$ cat config.mk
export PLATFORM = sky130hd
export DESIGN_NAME = regfile_wr_arbiter_flat
export DESIGN_NICKNAME = d
export VERILOG_FILES = /design/src/rtl/regfile_wr_arbiter_if.sv /design/src/rtl/regfile_wr_arbiter.sv /design/src/flat_wrapper.sv
export SDC_FILE = /design/constraint.sdc
export NUM_CORES = 1
export LEC_CHECK = 0
export CAP_MARGIN = 20
export CORE_UTILIZATION = 35
export CTS_CLUSTER_DIAMETER = 150
export CTS_CLUSTER_SIZE = 20
export DETAILED_ROUTE_END_ITERATION = 6
export GPL_TIMING_DRIVEN = 0
export PLACE_DENSITY = 0.82
export SETUP_SLACK_MARGIN = 0.2
export SYNTH_ARGS = -nofsm -noshare
export SYNTH_HDL_FRONTEND = slang
export SYNTH_SLANG_ARGS = --single-unit
$ cat constraint.sdc
create_clock -name clk -period 3.2 [get_ports clk]
set_clock_uncertainty 0.2 [all_clocks]
set_input_delay 0.32 -clock clk [delete_from_list [all_inputs] [get_ports clk]]
set_output_delay 0.32 -clock clk [all_outputs]
set_load 0.05 [all_outputs]
$ cat src/rtl/regfile_wr_arbiter_if.sv
// Requester-side write bus and register-file write port of the regfile write arbiter.
interface regfile_wr_arbiter_if #(
    parameter int NREQ = 4,
    parameter int AW   = 3,
    parameter int DW   = 16
);
    localparam int OW = $clog2(NREQ);

    logic [NREQ-1:0]    req_valid;
    logic [NREQ-1:0]    req_lock;
    logic [NREQ*AW-1:0] req_addr;
    logic [NREQ*DW-1:0] req_data;
    logic [NREQ-1:0]    req_ready;
    logic               wr_en;
    logic [AW-1:0]      wr_addr;
    logic [DW-1:0]      wr_data;
    logic [OW-1:0]      owner;
    logic               locked;

    modport master (
        output req_valid, req_lock, req_addr, req_data,
        input  req_ready, wr_en, wr_addr, wr_data, owner, locked
    );

    modport slave (
        input  req_valid, req_lock, req_addr, req_data,
        output req_ready, wr_en, wr_addr, wr_data, owner, locked
    );
endinterface

$ cat src/rtl/regfile_wr_arbiter.sv
// Round-robin arbiter with per-requester lock for the single register-file write port.
module regfile_wr_arbiter #(
    parameter int NREQ = 4,
    parameter int AW   = 3,
    parameter int DW   = 16
) (
    input  logic                  clk,
    input  logic                  rst,
    regfile_wr_arbiter_if.slave   bus
);
    localparam int OW = $clog2(NREQ);

    typedef enum logic {S_ARB = 1'b0, S_LOCKED = 1'b1} state_e;

    state_e          state_q, state_d;
    logic [OW-1:0]   ptr_q, ptr_d;
    logic [OW-1:0]   owner_q, owner_d;
    logic            wr_en_q, wr_en_d;
    logic [AW-1:0]   wr_addr_q, wr_addr_d;
    logic [DW-1:0]   wr_data_q, wr_data_d;
    logic [OW-1:0]   win;
    logic            win_vld;
    logic            xfer;
    logic [NREQ-1:0] ready;
    int              j;

    // Winner: owner while locked, otherwise first valid scanning up from ptr with wrap
    always_comb begin
        win     = '0;
        win_vld = 1'b0;
        j       = 0;
        if (state_q == S_LOCKED) begin
            win     = owner_q;
            win_vld = bus.req_valid[owner_q];
        end else begin
            for (int k = 0; k < NREQ; k++) begin
                j = int'(ptr_q) + k;
                if (j >= NREQ) j = j - NREQ;
                if (!win_vld && bus.req_valid[j]) begin
                    win_vld = 1'b1;
                    win     = OW'(j);
                end
            end
        end
    end

    assign xfer = win_vld && !rst;

    always_ff @(posedge clk) begin
        if (rst) begin
            state_q   <= S_ARB;
            ptr_q     <= '0;
            owner_q   <= '0;
            wr_en_q   <= 1'b0;
            wr_addr_q <= '0;
            wr_data_q <= '0;
        end else begin
            state_q   <= state_d;
            ptr_q     <= ptr_d;
            owner_q   <= owner_d;
            wr_en_q   <= wr_en_d;
            wr_addr_q <= wr_addr_d;
            wr_data_q <= wr_data_d;
        end
    end

    always_comb begin
        state_d   = state_q;
        ptr_d     = ptr_q;
        owner_d   = owner_q;
        wr_en_d   = xfer;
        wr_addr_d = wr_addr_q;
        wr_data_d = wr_data_q;
        if (xfer) begin
            wr_addr_d = bus.req_addr[win*AW +: AW];
            wr_data_d = bus.req_data[win*DW +: DW];
            case (state_q)
                S_ARB: begin
                    ptr_d = (win == OW'(NREQ-1)) ? '0 : win + OW'(1);
                    if (bus.req_lock[win]) begin
                        state_d = S_LOCKED;
                        owner_d = win;
                    end
                end
                S_LOCKED: begin
                    // Unlocking transfer still writes; release takes effect next cycle
                    if (!bus.req_lock[win]) state_d = S_ARB;
                end
                default: state_d = S_ARB;
            endcase
        end
    end

    always_comb begin
        ready = '0;
        if (xfer) ready[win] = 1'b1;
    end

    assign bus.req_ready = ready;
    assign bus.wr_en     = wr_en_q;
    assign bus.wr_addr   = wr_addr_q;
    assign bus.wr_data   = wr_data_q;
    assign bus.owner     = owner_q;
    assign bus.locked    = (state_q == S_LOCKED);
endmodule

$ cat src/flat_wrapper.sv
// flat-port wrapper written by rule: the top's interface ports become plain ports
module regfile_wr_arbiter_flat 
#(
    parameter int NREQ = 4,
    parameter int AW   = 3,
    parameter int DW   = 16
)
  (clk, rst, bus_req_valid, bus_req_lock, bus_req_addr, bus_req_data, bus_req_ready, bus_wr_en, bus_wr_addr, bus_wr_data, bus_owner, bus_locked);
  regfile_wr_arbiter_if #(.NREQ(NREQ), .AW(AW), .DW(DW)) bus_i ();
  input  logic clk;
  input  logic rst;
  input wire logic [$bits(bus_i.req_valid)-1:0] bus_req_valid;
  input wire logic [$bits(bus_i.req_lock)-1:0] bus_req_lock;
  input wire logic [$bits(bus_i.req_addr)-1:0] bus_req_addr;
  input wire logic [$bits(bus_i.req_data)-1:0] bus_req_data;
  output wire logic [$bits(bus_i.req_ready)-1:0] bus_req_ready;
  output wire logic [$bits(bus_i.wr_en)-1:0] bus_wr_en;
  output wire logic [$bits(bus_i.wr_addr)-1:0] bus_wr_addr;
  output wire logic [$bits(bus_i.wr_data)-1:0] bus_wr_data;
  output wire logic [$bits(bus_i.owner)-1:0] bus_owner;
  output wire logic [$bits(bus_i.locked)-1:0] bus_locked;
  assign bus_i.req_valid = bus_req_valid;
  assign bus_i.req_lock = bus_req_lock;
  assign bus_i.req_addr = bus_req_addr;
  assign bus_i.req_data = bus_req_data;
  assign bus_req_ready = bus_i.req_ready;
  assign bus_wr_en = bus_i.wr_en;
  assign bus_wr_addr = bus_i.wr_addr;
  assign bus_wr_data = bus_i.wr_data;
  assign bus_owner = bus_i.owner;
  assign bus_locked = bus_i.locked;
  regfile_wr_arbiter #(.NREQ(NREQ), .AW(AW), .DW(DW)) u_core (.clk(clk), .rst(rst), .bus(bus_i));
endmodule
Word level (Yosys, flattened, before mapping)
Cells that the tools add are included.

Add/sub/neg operators: 8. Multiply operators: 1. Magnitude comparators: 11. Eq/ne operators: 1. Shift-type cells: 2. Mux-type cells: 42. Bitwise operators: 1. Reductions and logical operators: 11.

Operators with widths (count): 2-to-1 mux 32 bit (8); less-than comparator 32 x 4 -> 1 bit (second input constant) (4); greater-or-equal comparator 32 x 4 -> 1 bit (second input constant) (3); subtractor 32 x 4 -> 32 bit (second input constant) (3); indexed part select 64 x 7 -> 16 bit (1); 2-to-1 mux 1 bit (20); binary-select mux 1 bit (select 2 bit) (6); 2-to-1 mux 2 bit (6); indexed part select 12 x 5 -> 3 bit (1); adder 2 x 2 -> 3 bit (second input constant) (2); less-than comparator 2 x 3 -> 1 bit (second input constant) (2); logical AND 1 bit (5); zero test 1 bit (4); multiplier 2 x 2 -> 4 bit (second input constant) (1); 2-to-1 mux 4 bit (1); subtractor 2 x 3 -> 4 bit (second input constant) (1); adder 2 x 1 -> 3 bit (second input constant) (1); greater-or-equal comparator 2 x 3 -> 1 bit (second input constant) (1); AND reduction 3 bit (1); adder 2 x 1 -> 2 bit (second input constant) (1); demux 1 bit (select 2 bit) (1); equality test 2 bit (second input constant) (1); greater-or-equal comparator 2 x 1 -> 1 bit (second input constant) (1); AND reduction 2 bit (1); inverter 1 bit (1).

Register bits after elaboration: 25. Bits of input ports: 86. Output and inout port bits: 27. Word-level logic and storage cells: 83.

Longest topological paths before layout
Gate-level depths: netlist of run 1.

Depth in word-level cells: 25. Depth in mapped cells: 9. Mapped depth without buffers: 7.

Least setup slack after synthesis of run 1
No wires, ideal clock.

Kind: register to output. Start point: register u_core.state_q, in the netlist u_core.bus.locked. End point: output bus_req_ready[2]. Data arrival time: 2.310 ns. Data required time: 2.680 ns. Slack: 0.370 ns. Cell stages (with the launch flop): 8. Path buffers: 1. Path through: dfxtp_1 > inv_1 > nand2_1 > o221ai_1 > inv_2 > buf_1 > ha_1 > and2_1.

Longest elaborated chain between the ends: 6. Elaborated cells between the ends (all ways): 9. Those cells by class: order compare: 2; mux: 5; reduce/logical: 2.

RTL lines: start, declared (line regfile_wr_arbiter.sv:15) `state_e state_q, state_d;`; start signal, assigned (line regfile_wr_arbiter.sv:58) `state_q <= state_d;`; 2-to-1 mux 2 bit (*) (line regfile_wr_arbiter.sv:32) `if (state_q == S_LOCKED) begin`; named net u_core.win[1] (line regfile_wr_arbiter.sv:21) `logic [OW-1:0] win;`; less-than comparator 2 x 3 -> 1 bit (not written as such) or greater-or-equal comparator 2 x 1 -> 1 bit (tied branches) (line regfile_wr_arbiter.sv:96) `if (xfer) ready[win] = 1'b1;`; logical AND 1 bit (not written as such) (line regfile_wr_arbiter.sv:96); 2-to-1 mux 1 bit (not written as such) (line regfile_wr_arbiter.sv:96); demux 1 bit (select 2 bit) (*); 2-to-1 mux 4 bit (*) (line regfile_wr_arbiter.sv:96); end, declared (line flat_wrapper.sv:16) `output wire logic [$bits(bus_i.req_ready)-1:0] bus_req_ready;`.

Mark *: on every way through the listed nets, which the timed path passes. The rest lies on a longest branch.

Worst setup path in the final report of run 1
Start point: input bus_req_valid[2]. End point: output bus_req_ready[2].

Longest elaborated chain between the ends: 22. Elaborated cells between the ends (all ways): 40. Those cells by class: order compare: 2; mux: 30; reduce/logical: 8.

RTL lines: start, declared (line flat_wrapper.sv:12) `input wire logic [$bits(bus_i.req_valid)-1:0] bus_req_valid;`; binary-select mux 1 bit (select 2 bit) (line regfile_wr_arbiter.sv:39) `if (!win_vld && bus.req_valid[j]) begin`; 2-to-1 mux 1 bit (not written as such) (2 in series) (line regfile_wr_arbiter.sv:39); 2-to-1 mux 1 bit (line regfile_wr_arbiter.sv:39); 2-to-1 mux 1 bit (line regfile_wr_arbiter.sv:32); zero test 1 bit (line regfile_wr_arbiter.sv:39); logical AND 1 bit (line regfile_wr_arbiter.sv:39); 2-to-1 mux 1 bit (line regfile_wr_arbiter.sv:39); 2-to-1 mux 1 bit (line regfile_wr_arbiter.sv:32); (+5 left out); logical AND 1 bit (line regfile_wr_arbiter.sv:39); 2-to-1 mux 2 bit (line regfile_wr_arbiter.sv:39); 2-to-1 mux 2 bit (line regfile_wr_arbiter.sv:32); less-than comparator 2 x 3 -> 1 bit (not written as such) or greater-or-equal comparator 2 x 1 -> 1 bit (tied branches) (line regfile_wr_arbiter.sv:96); logical AND 1 bit (not written as such) (line regfile_wr_arbiter.sv:96); 2-to-1 mux 1 bit (not written as such) (line regfile_wr_arbiter.sv:96); demux 1 bit (select 2 bit); 2-to-1 mux 4 bit (*) (line regfile_wr_arbiter.sv:96).

Mark *: on every way between the ends. The rest lies on a longest branch, timed or not. The select of a mux whose other input is x is not followed.

==> metrics.md, run 1 <==
| Metric | Value |
|---|---|
| Register area share after synthesis | 0.309 |
| CTS Buffer Depth | 2 |
| Vias in the first global route | ~1.8k |
| CP Data Required Time | about 2700 ps |
| Synth cell types | 35 |
| Post-Syn Nets | about 260 |
| Clk pwr share | 0.074 |
| Initial antenna violation count | 0 |
| CTS Hold Bufs | 0 |
| Endpoints failing setup | 0 |
| Worst slew pin tran | 698 ps |
| Crit end category | output port |
| Post-Synth Simple-Gate Area | 0.159 |
| RSZ-0062 raised after global routing | true |
| CP startpoint kind | input port |
| ANT cells | 0 |
| Initial Util | 0.369 |
| Pre-Repair DR Iteration Count | 4 |
| P&R area growth vs syn | 77.0% |
| Top sig layer | met4 |
| Placed cells | approximately 330 |
| Post-Syn Area | 1620 sq um |
| Mapped Avg Cell Area | a little under 10 sq um |
| Boundary pin count | 113 |
| DRC | 0 |
| Crit share post-route | 0.916 |
| P_leak | about 1.1 nW |
| Top cells by count, synth | nand2_1 (44), dfxtp_1 (25), mux4_2 (20) |
| Synth top area cells | dfxtp_1 (31%), mux4_2 (28%), nand2_1 (10%) |
| Post-layout minimum cycle time | slightly below 3000 ps |
| CTS tree | done |
| Yosys top cell area share | 0.309 |
| Final ANT Viol Nets | 0 |
| Async set or reset register ratio after synthesis | 0 |
| First-pass GRT wire length | 8.19 mm |
| Number of buffers added on ports | ~110 |
| Row Count | 24 |
| Clk sinks | 25 |
| Multiplexer area fraction after synthesis | 0.297 |
| Fmax achieved | 0.341 GHz |
| VDD IR-drop max | approximately 0.42 mV |
| Sw frac | 0.485 |
| Fin nets | roughly 370 |
| Largest net degree at the start of global routing | 18 |
| Comb pwr share | 0.709 |
| WL/cell | ~15 microns |
| Pwr dens | roughly 880 nW/um^2 |
| TritonCTS buffer count | 3 |
| Post-Synth Adder-Cell Area | 0.0309 |
| Flop pwr share | 0.217 |
| Largest family of logic cells by synthesized area | multiplexers |
| Reg2Reg Setup Slack | between 600 and 700 ps |
| Crit path max fanout | 10 |
| Cells after synthesis | approximately 170 |
| Most instantiated library cell after synthesis | nand2_1 |
| Clock latency on the worst-skew pair | 270 ps |
| Max cap viols | 0 |
| Clock-pin slew on the worst setup and hold paths | about 80 ps |
| H-tree depth | 1 |
| Hold_sp | u_core.bus.wr_data[1]$_SDFFE_PP0P_ |
| TNS Setup | 0 ps |
| Met3 Wirelength | 363 microns |
| Final Hold Fails | 0 |
| Metal-1 WL | about 2.0 mm |
| Hold Path Depth | 2 |
| Final Max Tran Viols | 0 |
| Worst R2R Path Depth | 8 |
| Die height | around 70 microns |
| Via count | 1717 |
| Main synth FF type | dfxtp_1 |
| Reg2Reg Capture Point | u_core.bus.wr_data[15]$_SDFFE_PP0P_ |
| GR Util All Layers | 0.207 |
| Internal power | 1.30 mW |
| Gp weighted congestion | approximately 0.75 |
| Finished Layout Cells | between 300 and 400 |
| Crit path DAT | 2410 ps |
| Drt first-iter violations | 79 |
| Switching power | about 1.2 mW |
| DP HPWL | 4.04 mm |
| XOR/XNOR share of the synthesized area | 0 |
| Post-synthesis compound-gate area fraction | 0.152 |
| Slew HR | 0.530 |
| Die area | a little under 5000 sq um |
| Die Wd | between 60 and 70 microns |
| Synthesis-stage register bit count | 25 |
| Total grt overflow | 0 |
| Critical setup path kind | in2out |
| Core ar. | 4380 sq um |
| Post-synth EDFFs | 0 |
| Met2 Routed Length | 2.64 mm |
| Vias per cell | between 5 and 6 |
| WHS Endpoint | u_core.bus.wr_data[1]$_SDFFE_PP0P_ |
| Share of cells above drive strength 1 | 0.141 |
| Status | finished clean |
| Worst hold path type | reg2reg |
| Synth warn | 0 |
| Drt total wl | between 5 and 6 mm |
| Root Driver | clkbuf_8 |
| R2r startpoint | u_core.bus.locked$_SDFFE_PP0P_ |
| Hold WS | ~250 ps |
| Area leader, netlist | dfxtp_1 |
power groups by stage:
stage / clock (mW) / sequential, mW / combinational [mW]
final: 0.187 / 0.547 / 1.79
after global routing: 0.203 / 0.566 / 1.91
after CTS: 0.191 / 0.548 / 1.81
after detailed placement: 0 / 0.555 / 1.78
after global placement: 0 / 0.545 / 1.77
after floorplan: 0 / 1.01 / 0.771
area by class of cell:
type | count | area (sq um)
buffer | 10 | 58.8
clock buffer | 3 | 41.3
clock inverter | 1 | 5.00
fill | 399 | 1520
inverter | 7 | 26.3
multi-input combinational | 124 | 1050
sequential | 25 | 500
tap | 52 | 65.1
timing repair buffer | 113 | 1120
layout by cell type (no fill, tap or decap), types with 3 or more instances in the layout:
cell / instances
clkdlybuf4s50_1: 107
nand2_1: 44
dfxtp_1: 25
mux4_2: 20
o21ai_0: 17
inv_1: 5
clkbuf_1: 5
o21ai_1: 5
and2_1: 4
ha_1: 4
nand3_1: 3
nor2_1: 3
mux2i_1: 3
buf_2: 3
clkbuf_8: 3
registers in the layout, indices dropped and copies added (netlist names):
name and count:
u_core.bus.wr_en 1, u_core.ptr_q 2, u_core.bus.wr_data 16, u_core.bus.owner 2, u_core.bus.wr_addr 3, u_core.bus.locked 1
per-stage QoR:
stage / setup slack, ps / power [mW] / instance area [sq um] / util
2_1_floorplan: 370 / 1.78 / 1620 / -
3_3_place_gp: -604 / 2.31 / 2800 / 0.640
3_5_place_dp: -600 / 2.34 / 2800 / 0.640
4_1_cts: 202 / 2.55 / 2880 / 0.656
5_1_grt: 181 / 2.68 / 2860 / 0.653
6_report: 270 / 2.52 / 2860 / 0.653
worst max-delay path, cell delays in order:
cell and delay, ps:
clkdlybuf4s50_1 500, nor4_1 670, a211oi_4 190, clkbuf_2 210
and2_1 170, clkdlybuf4s18_2 340
how the worst max path moves through the flow:
stage                                        start          endpoint  slack, ps  depth (start not counted)
floorplan           u_core.bus.locked$_SDFFE_PP0P_  bus_req_ready[2]        370                          7
global placement                  bus_req_valid[0]  bus_req_ready[3]       -600                          9
detailed placement                bus_req_valid[0]  bus_req_ready[2]       -600                          9
CTS                               bus_req_valid[0]  bus_req_ready[0]        200                          8
global route                      bus_req_valid[1]  bus_req_ready[2]        180                          8
finish                            bus_req_valid[2]  bus_req_ready[2]        270                          6
layer usage:
metal,track usage,vias up
met5,0,-
met4,0.0400,0
met3,0.0447,4
met2,0.404,69
met1,0.227,800
li1,-,844
cell families (layout without fill, tap and decap cells):
| kind of cell | Yosys count | count (layout) |
|---|---|---|
| muxes | 23 | 23 |
| adders and majority gates | 4 | 4 |
| DFF | 25 | 25 |
| and+or+nand+nor | 61 | 61 |
| buffers and inverters | 18 | 134 |
| AOI/OAI and AO/OA | 36 | 36 |
what timing repair did:
action	in CTS	in global routing
resized for setup	15	8
cloned	0	0
buffers inserted	1	0
pin swaps	1	1
endpoints found under the setup margin	4	4
Power figures use the tool's default switching activity.
==> run 2, diff against run 1 <==
SLEW_MARGIN = 10   (was default)
==> results of run 2 <==
No change in the layout: final DEF, timing and power equal those of run 1.
